$ cat config.mk
export PLATFORM = sky130hd
export DESIGN_NAME = bean_datapath
export DESIGN_NICKNAME = d
export VERILOG_FILES = /design/src/rtl/bean_pkg.sv /design/src/rtl/bean_lfsr.sv /design/src/rtl/bean_datapath.sv
export SDC_FILE = /design/constraint.sdc
export NUM_CORES = 1
export LEC_CHECK = 0
export ABC_AREA = 1
export BUFFER_PORTS_ARGS = -buffer_cell sky130_fd_sc_hd__buf_2
export CAP_MARGIN = 10
export CORE_ASPECT_RATIO = 0.7
export CORE_MARGIN = 10
export CORE_UTILIZATION = 53
export DETAILED_ROUTE_END_ITERATION = 10
export PLACE_DENSITY = 0.71
export SETUP_SLACK_MARGIN = 0.05
export SYNTH_ARGS = -nofsm -noshare
export SYNTH_HDL_FRONTEND = slang
export SYNTH_SLANG_ARGS = --single-unit
$ cat constraint.sdc
create_clock -name clk2 -period 3.73 [get_ports clk2]
set_clock_uncertainty 0.05 [all_clocks]
set_input_delay 0.746 -clock clk2 [delete_from_list [all_inputs] [get_ports clk2]]
set_output_delay 0.746 -clock clk2 [all_outputs]
set_load 0.02 [all_outputs]
$ cat src/rtl/bean_pkg.sv
// Shared constants and helpers for the bean datapath.
// Grid geometry, encodings, start state and the neighbour-cell helper.
package bean_pkg;

  localparam int GRID  = 8;
  localparam int CELLS = GRID * GRID;

  typedef enum logic [1:0] {
    DIR_R = 2'b00,
    DIR_L = 2'b01,
    DIR_U = 2'b10,
    DIR_D = 2'b11
  } dir_e;

  typedef enum logic [1:0] {
    HEAD_EMPTY = 2'b00,
    HEAD_BEAN  = 2'b10,
    HEAD_WALL  = 2'b11
  } head_e;

  // Border ring of the 8x8 grid, bit index y*8+x.
  localparam logic [63:0] WALL_MAP   = 64'hFF81_8181_8181_81FF;
  // Every interior cell except the start cell (1,1).
  localparam logic [63:0] INIT_BEANS = 64'h007E_7E7E_7E7E_7C00;
  localparam logic [5:0]  INIT_CNT   = 6'd35;

  localparam logic [2:0] START_X   = 3'd1;
  localparam logic [2:0] START_Y   = 3'd1;
  localparam logic [7:0] LFSR_SEED = 8'hA5;

  typedef struct packed {
    logic       oob;
    logic [2:0] y;
    logic [2:0] x;
  } cell_t;

  // Neighbour of (x,y) along d; oob flags a step off the grid.
  function automatic cell_t next_cell(
    input logic [2:0] x,
    input logic [2:0] y,
    input logic [1:0] d
  );
    cell_t c;
    c.x   = x;
    c.y   = y;
    c.oob = 1'b0;
    case (d)
      DIR_R: begin c.x = x + 3'd1; c.oob = (x == 3'd7); end
      DIR_L: begin c.x = x - 3'd1; c.oob = (x == 3'd0); end
      DIR_U: begin c.y = y - 3'd1; c.oob = (y == 3'd0); end
      default: begin c.y = y + 3'd1; c.oob = (y == 3'd7); end
    endcase
    return c;
  endfunction

endpackage

$ cat src/rtl/bean_lfsr.sv
// 8-bit Fibonacci LFSR, polynomial x^8+x^6+x^5+x^4+1.
// Loads seed on reset; a nonzero seed never reaches all-zero.
module bean_lfsr (
  input  logic       clk2,
  input  logic       rst_n,
  input  logic       en,
  input  logic [7:0] seed,
  output logic [7:0] q
);

  logic [7:0] q_q;
  logic       fb;

  assign fb = q_q[7] ^ q_q[5] ^ q_q[4] ^ q_q[3];
  assign q  = q_q;

  // Shift left, feedback into bit 0.
  always_ff @(posedge clk2 or negedge rst_n) begin
    if (!rst_n) q_q <= seed;
    else if (en) q_q <= {q_q[6:0], fb};
  end

endmodule

$ cat src/rtl/bean_datapath.sv
// Bean-game datapath: player position, bean map, score and counts.
// Option: define RANDOM_GROWTH_EN to enable LFSR-driven bean regrowth.
module bean_datapath
  import bean_pkg::*;
(
  input  logic       clk2,
  input  logic       rst_n,
  input  logic       menu,
  input  logic       first_do,
  input  logic       go_one_step,
  input  logic       eat_apple,
  input  logic       random_growth,
  input  logic       null_out,
  input  logic       game_over,
  input  logic [1:0] dir,
  output logic [1:0] head,
  output logic [2:0] pos_x,
  output logic [2:0] pos_y,
  output logic [7:0] score,
  output logic [5:0] bean_cnt,
  output logic       clear
);

  logic [2:0]  x_q, x_d, y_q, y_d;
  logic [1:0]  dir_q, dir_d;
  logic [7:0]  score_q, score_d;
  logic [63:0] beans_q, beans_d;
  logic [5:0]  cnt_q, cnt_d;

  cell_t      look, mv;
  logic [5:0] look_idx, mv_idx;
  logic       grow_act;
  logic       grow_ok;
  logic [5:0] g_idx;

  assign look     = next_cell(x_q, y_q, dir);
  assign mv       = next_cell(x_q, y_q, dir_q);
  assign look_idx = {look.y, look.x};
  assign mv_idx   = {mv.y, mv.x};

`ifdef RANDOM_GROWTH_EN
  logic [7:0] lfsr_q;
  logic       unused_lfsr;

  bean_lfsr u_lfsr (
    .clk2  (clk2),
    .rst_n (rst_n),
    .en    (1'b1),
    .seed  (LFSR_SEED),
    .q     (lfsr_q)
  );

  assign unused_lfsr = ^lfsr_q[7:6];
  assign g_idx       = lfsr_q[5:0];
  assign grow_act    = random_growth;
  assign grow_ok     = !WALL_MAP[g_idx]
                     && (g_idx != {y_q, x_q})
                     && !beans_q[g_idx];
`else
  logic unused_rg;

  assign unused_rg = random_growth;
  assign g_idx     = 6'd0;
  assign grow_act  = 1'b0;
  assign grow_ok   = 1'b0;
`endif

  // Cell ahead along the live direction; off-grid counts as wall.
  always_comb begin
    head = HEAD_EMPTY;
    if (look.oob || WALL_MAP[look_idx]) head = HEAD_WALL;
    else if (beans_q[look_idx])         head = HEAD_BEAN;
  end

  // Strobe decode, highest priority first.
  always_comb begin
    x_d     = x_q;
    y_d     = y_q;
    dir_d   = dir_q;
    score_d = score_q;
    beans_d = beans_q;
    cnt_d   = cnt_q;
    if (first_do) begin
      x_d     = START_X;
      y_d     = START_Y;
      dir_d   = DIR_R;
      score_d = 8'd0;
      beans_d = INIT_BEANS;
      cnt_d   = INIT_CNT;
    end else if (game_over || menu) begin
      x_d = x_q;
    end else if (eat_apple) begin
      x_d             = mv.x;
      y_d             = mv.y;
      beans_d[mv_idx] = 1'b0;
      if (score_q != 8'hFF) score_d = score_q + 8'd1;
      if (beans_q[mv_idx])  cnt_d   = cnt_q - 6'd1;
    end else if (null_out) begin
      x_d = mv.x;
      y_d = mv.y;
    end else if (grow_act) begin
      if (grow_ok) begin
        beans_d[g_idx] = 1'b1;
        cnt_d          = cnt_q + 6'd1;
      end
    end else if (go_one_step) begin
      dir_d = dir;
    end
  end

  // State registers with asynchronous reload of the start state.
  always_ff @(posedge clk2 or negedge rst_n) begin
    if (!rst_n) begin
      x_q     <= START_X;
      y_q     <= START_Y;
      dir_q   <= DIR_R;
      score_q <= 8'd0;
      beans_q <= INIT_BEANS;
      cnt_q   <= INIT_CNT;
    end else begin
      x_q     <= x_d;
      y_q     <= y_d;
      dir_q   <= dir_d;
      score_q <= score_d;
      beans_q <= beans_d;
      cnt_q   <= cnt_d;
    end
  end

  assign pos_x    = x_q;
  assign pos_y    = y_q;
  assign score    = score_q;
  assign bean_cnt = cnt_q;
  assign clear    = (cnt_q == 6'd0);

endmodule

==> metrics <==
run status finished clean; slowest stage delay, CP between 0.15 and 0.2 ns; Core ar. 10300 um^2; H-Tree Level Count 3; vias in the first global route approximately 5000; sequence of cells on the critical path clkbuf_4 -> inv_2 -> ha_1 -> inv_1 -> nand2_1 -> nor2_1 -> nor2_2 -> buf_4 -> clkbuf_16 -> a21oi_1 -> o21ai_0 -> o211ai_1 -> nand3_1 -> nand3_1 -> nand3_1 -> nand3_1 -> buf_4; Async SR Flop Fraction 100%; worst skew pair latency 0.35 ns; CTS tree done; post-synthesis to final-layout area growth 12.3%; Worst R2R Start pos_x[0]; terminating pin of the worst hold path bean_cnt[1]; Placed Cells 933; post-route met1 wirelength between 7 and 8 mm; Clk pwr share 30.7%; share of cells above drive strength 1 16.4%; slowest stage cell on the critical path sky130_fd_sc_hd__ha_1; sum of buffers and inverters on the critical path 6; Top-Level Pins 34; proportion of netlist area held by the largest area contributor about a fifth; Crit. End Element primary output; maximum number of pins on one net before global-route repair 82; combinational family with the most area after synthesis simple AND/OR/NAND/NOR gates; hold_buf cts 0; Hold Startpoint bean_cnt[1]; Global Route Usage Sum 21.5%; Antenna Nets Post-Route 0; DRC violations left 0; worst min-delay path category reg2reg; number of cells in the finished layout apart from fillers roughly 950; buffer cell driving the clock tree root sky130_fd_sc_hd__clkbuf_16; Worst Max-Slew Pin Slew 1.05 ns; iteration count of the initial detailed-routing pass 5; Pwr Density 554 nW/um^2; highest-count cells in the layout ignoring fill and taps 253 x sky130_fd_sc_hd__nand2_1, 89 x sky130_fd_sc_hd__inv_1, 73 x sky130_fd_sc_hd__o21ai_0, 49 x sky130_fd_sc_hd__nand3_1, 46 x sky130_fd_sc_hd__dfrtp_1; remaining max-slew budget at the tightest pin a little under a third; library cell occupying the most area in the post-synthesis netlist sky130_fd_sc_hd__dfrtp_1; count of cell types in the netlist 42; Warnings, synthesis 0; multi-input combinational cell area about 2800 um^2; final-layout setup total negative slack 0 ns; RD Place Congestion 0.923; net switching power 0.00135 W; synthesized area divided by synthesized cell count approximately 7.0 um^2; period utilization ~94%; Sequential cell area 2200 um^2; worst-case vdd ir drop 329 uV; Synth area leaders sky130_fd_sc_hd__dfrtp_1 21%, sky130_fd_sc_hd__dfstp_2 19%, sky130_fd_sc_hd__nand2_1 17%; switch share 39.2%; number of input and output port buffers inserted 32; Detailed Route Iter0 Violations 593; net count after synthesis just over 800; Arrival @ worst endpoint 2.71 ns; sinks on the clock net 86; vias per std cell 5.67; total wire length 16.1 mm; routed length on met2 7.14 mm; Chip Height 106 um; top fanout value on the critical path 12; clock buffer count from CTS 9; final number of hold-violating endpoints 0; cell depth of the worst hold path 2; routed len/inst 16.9 um; first-pass GRT wire length 26.6 mm; horizontal extent of the die 142 um; sequential-to-total area share from yosys stat 39.7%; reported leakage power 2.97 nW; Remaining Overflow, GRT 0; synthesized-area fraction occupied by adder cells 2.93%; highest clock frequency the design can meet 286 MHz; Power Internal 0.00210 W; Via Count about 5400; kind of start point of the critical path primary input; total standard cell area after synthesis between 5000 and 6000 um^2; number of buffers on the longest clock path 2; DR WL met3 1.04 mm; final core utilization roughly three fifths; Cells after Synth 788; antenna violations before repair 0; number of nets in the final layout 840; R2R Setup Slk 0.92 ns; RSZ-0062 raised after global routing false; simple logic cell fraction of the synthesized area roughly 28%; EDFF count, synth 0; Site Rows 31; Top Family by Delay on Critical Path buffers and inverters; kind of critical path in2out; Critical Path Most Common Cell sky130_fd_sc_hd__nand3_1; minimum period implied by the final worst setup slack about 3.5 ns; required time of the worst setup path 2.93 ns; Gate power share a little under two fifths; number of setup violations in the final report 0; floorplan die area 15000 um^2; total count of max-transition violations in the final report 0; register clock-pin slew on the reported worst setup and hold paths 0.06 ns; layout filler cell count slightly above 900; xor/xnor share of the synthesized area 1.26%; commonest non-fill, non-tap cell in the layout sky130_fd_sc_hd__nand2_1; half-perimeter wire length after detailed placement ~11 mm; initial cell density of the core 54.0%; capturing point of the worst reg2reg path beans_q[18]; register bit total from synthesis 86; compound-gate portion of the synthesized area 18.0%; worst-case reg-to-reg path depth 13; register share of total power 30.9%; max-cap viol count 0; uppermost routed layer met4; antenna diode instance count 0; multiplexer fraction of the synthesized cell area 0%; Main synth FF type sky130_fd_sc_hd__dfrtp_1
-- Yosys cell counts (3+ instances only) --
cell type                  count
sky130_fd_sc_hd__a21oi_1      39
sky130_fd_sc_hd__o211ai_1     17
sky130_fd_sc_hd__a211oi_1     14
sky130_fd_sc_hd__xor2_1        3
sky130_fd_sc_hd__nor2_1       46
sky130_fd_sc_hd__dfrtp_1      46
sky130_fd_sc_hd__buf_2         9
sky130_fd_sc_hd__inv_1        92
sky130_fd_sc_hd__o21ai_1      17
sky130_fd_sc_hd__o21ai_0      75
sky130_fd_sc_hd__buf_6         5
sky130_fd_sc_hd__ha_1         13
sky130_fd_sc_hd__dfstp_2      40
sky130_fd_sc_hd__nand2_1     253
sky130_fd_sc_hd__nand2_2       5
sky130_fd_sc_hd__nor4_1        3
sky130_fd_sc_hd__inv_2         6
sky130_fd_sc_hd__clkbuf_1     14
sky130_fd_sc_hd__nor2_2        3
sky130_fd_sc_hd__nand3_1      49
sky130_fd_sc_hd__xnor2_1       5
sky130_fd_sc_hd__nor3_1        4
sky130_fd_sc_hd__o22ai_1       4
-- area by class of cell --
class	count	share of cell area (%)
clock buffers	11	3.90
clock inverters	5	1.71
inverters	100	6.06
flip-flops and latches	86	35.3
repair buffers	49	5.22
well taps	132	2.65
multi-input cells	570	45.1
-- power by group through the flow --
stage               clock, W  combinational (W)  sequential, W
floorplan                  0           0.000825        0.00113
global placement           0            0.00123        0.00108
detailed placement         0            0.00124        0.00109
CTS                  0.00106            0.00125        0.00107
global route         0.00110            0.00146        0.00108
finish               0.00106            0.00132        0.00107
-- worst max-delay path by stage --
stage	start	end	slack, ns	cells after the start
after floorplan	dir[1]	head[1]	0.67	14
after global placement	dir[1]	head[1]	0.20	16
after detailed placement	dir[1]	head[1]	0.19	16
after CTS	pos_x[0]	head[1]	0.11	14
after global routing	dir[1]	head[1]	0.06	17
final	dir[1]	head[1]	0.23	17
-- registers in the layout, indices dropped and copies added, names as in the netlist --
name / count
bean_cnt: 6
pos_y: 3
dir_q: 2
score: 8
beans_q: 64
pos_x: 3
-- per-layer routing --
| metal | GRT usage [%] | vias up |
|---|---|---|
| li1 | - | 2612 |
| met1 | 31.7 | 2581 |
| met2 | 31.1 | 184 |
| met3 | 4.17 | 27 |
| met4 | 6.20 | 0 |
| met5 | 0 | - |
-- worst register-to-register path, cell delays in order, from the launching register on --
cell,delay (ns)
sky130_fd_sc_hd__dfstp_2,0.55
sky130_fd_sc_hd__inv_2,0.09
sky130_fd_sc_hd__ha_4,0.30
sky130_fd_sc_hd__inv_1,0.04
sky130_fd_sc_hd__nand2_1,0.05
sky130_fd_sc_hd__nand2_1,0.09
sky130_fd_sc_hd__a21oi_4,0.51
sky130_fd_sc_hd__nand2_1,0.14
sky130_fd_sc_hd__nor2_1,0.11
sky130_fd_sc_hd__inv_1,0.10
sky130_fd_sc_hd__nor2_1,0.22
sky130_fd_sc_hd__inv_1,0.19
sky130_fd_sc_hd__o21ai_0,0.20
sky130_fd_sc_hd__nand2_1,0.08
-- timing repair --
action,in CTS,in global routing
setup endpoints to repair,0,1
hold endpoints to repair,0,0
gates resized for setup,0,8
buffers inserted,0,3
-- cell families after synthesis --
| logic type | Yosys count |
|---|---|
| buf+inv | 132 |
| xor+xnor | 8 |
| compound gates | 175 |
| simple gates | 374 |
| fa+ha+maj | 13 |
| flops | 86 |
-- stage by stage --
stage / hold slack, ns / power (W) / setup WS [ns] / area, um^2
2_1_floorplan: 0.400 / 0.00196 / 0.674 / 5550
3_3_place_gp: 0.418 / 0.00231 / 0.204 / 5810
3_5_place_dp: 0.418 / 0.00233 / 0.191 / 5810
4_1_cts: 0.428 / 0.00338 / 0.108 / 6160
5_1_grt: 0.447 / 0.00364 / 0.0567 / 6230
6_report: 0.429 / 0.00345 / 0.228 / 6230
Power figures use the tool's default switching activity.
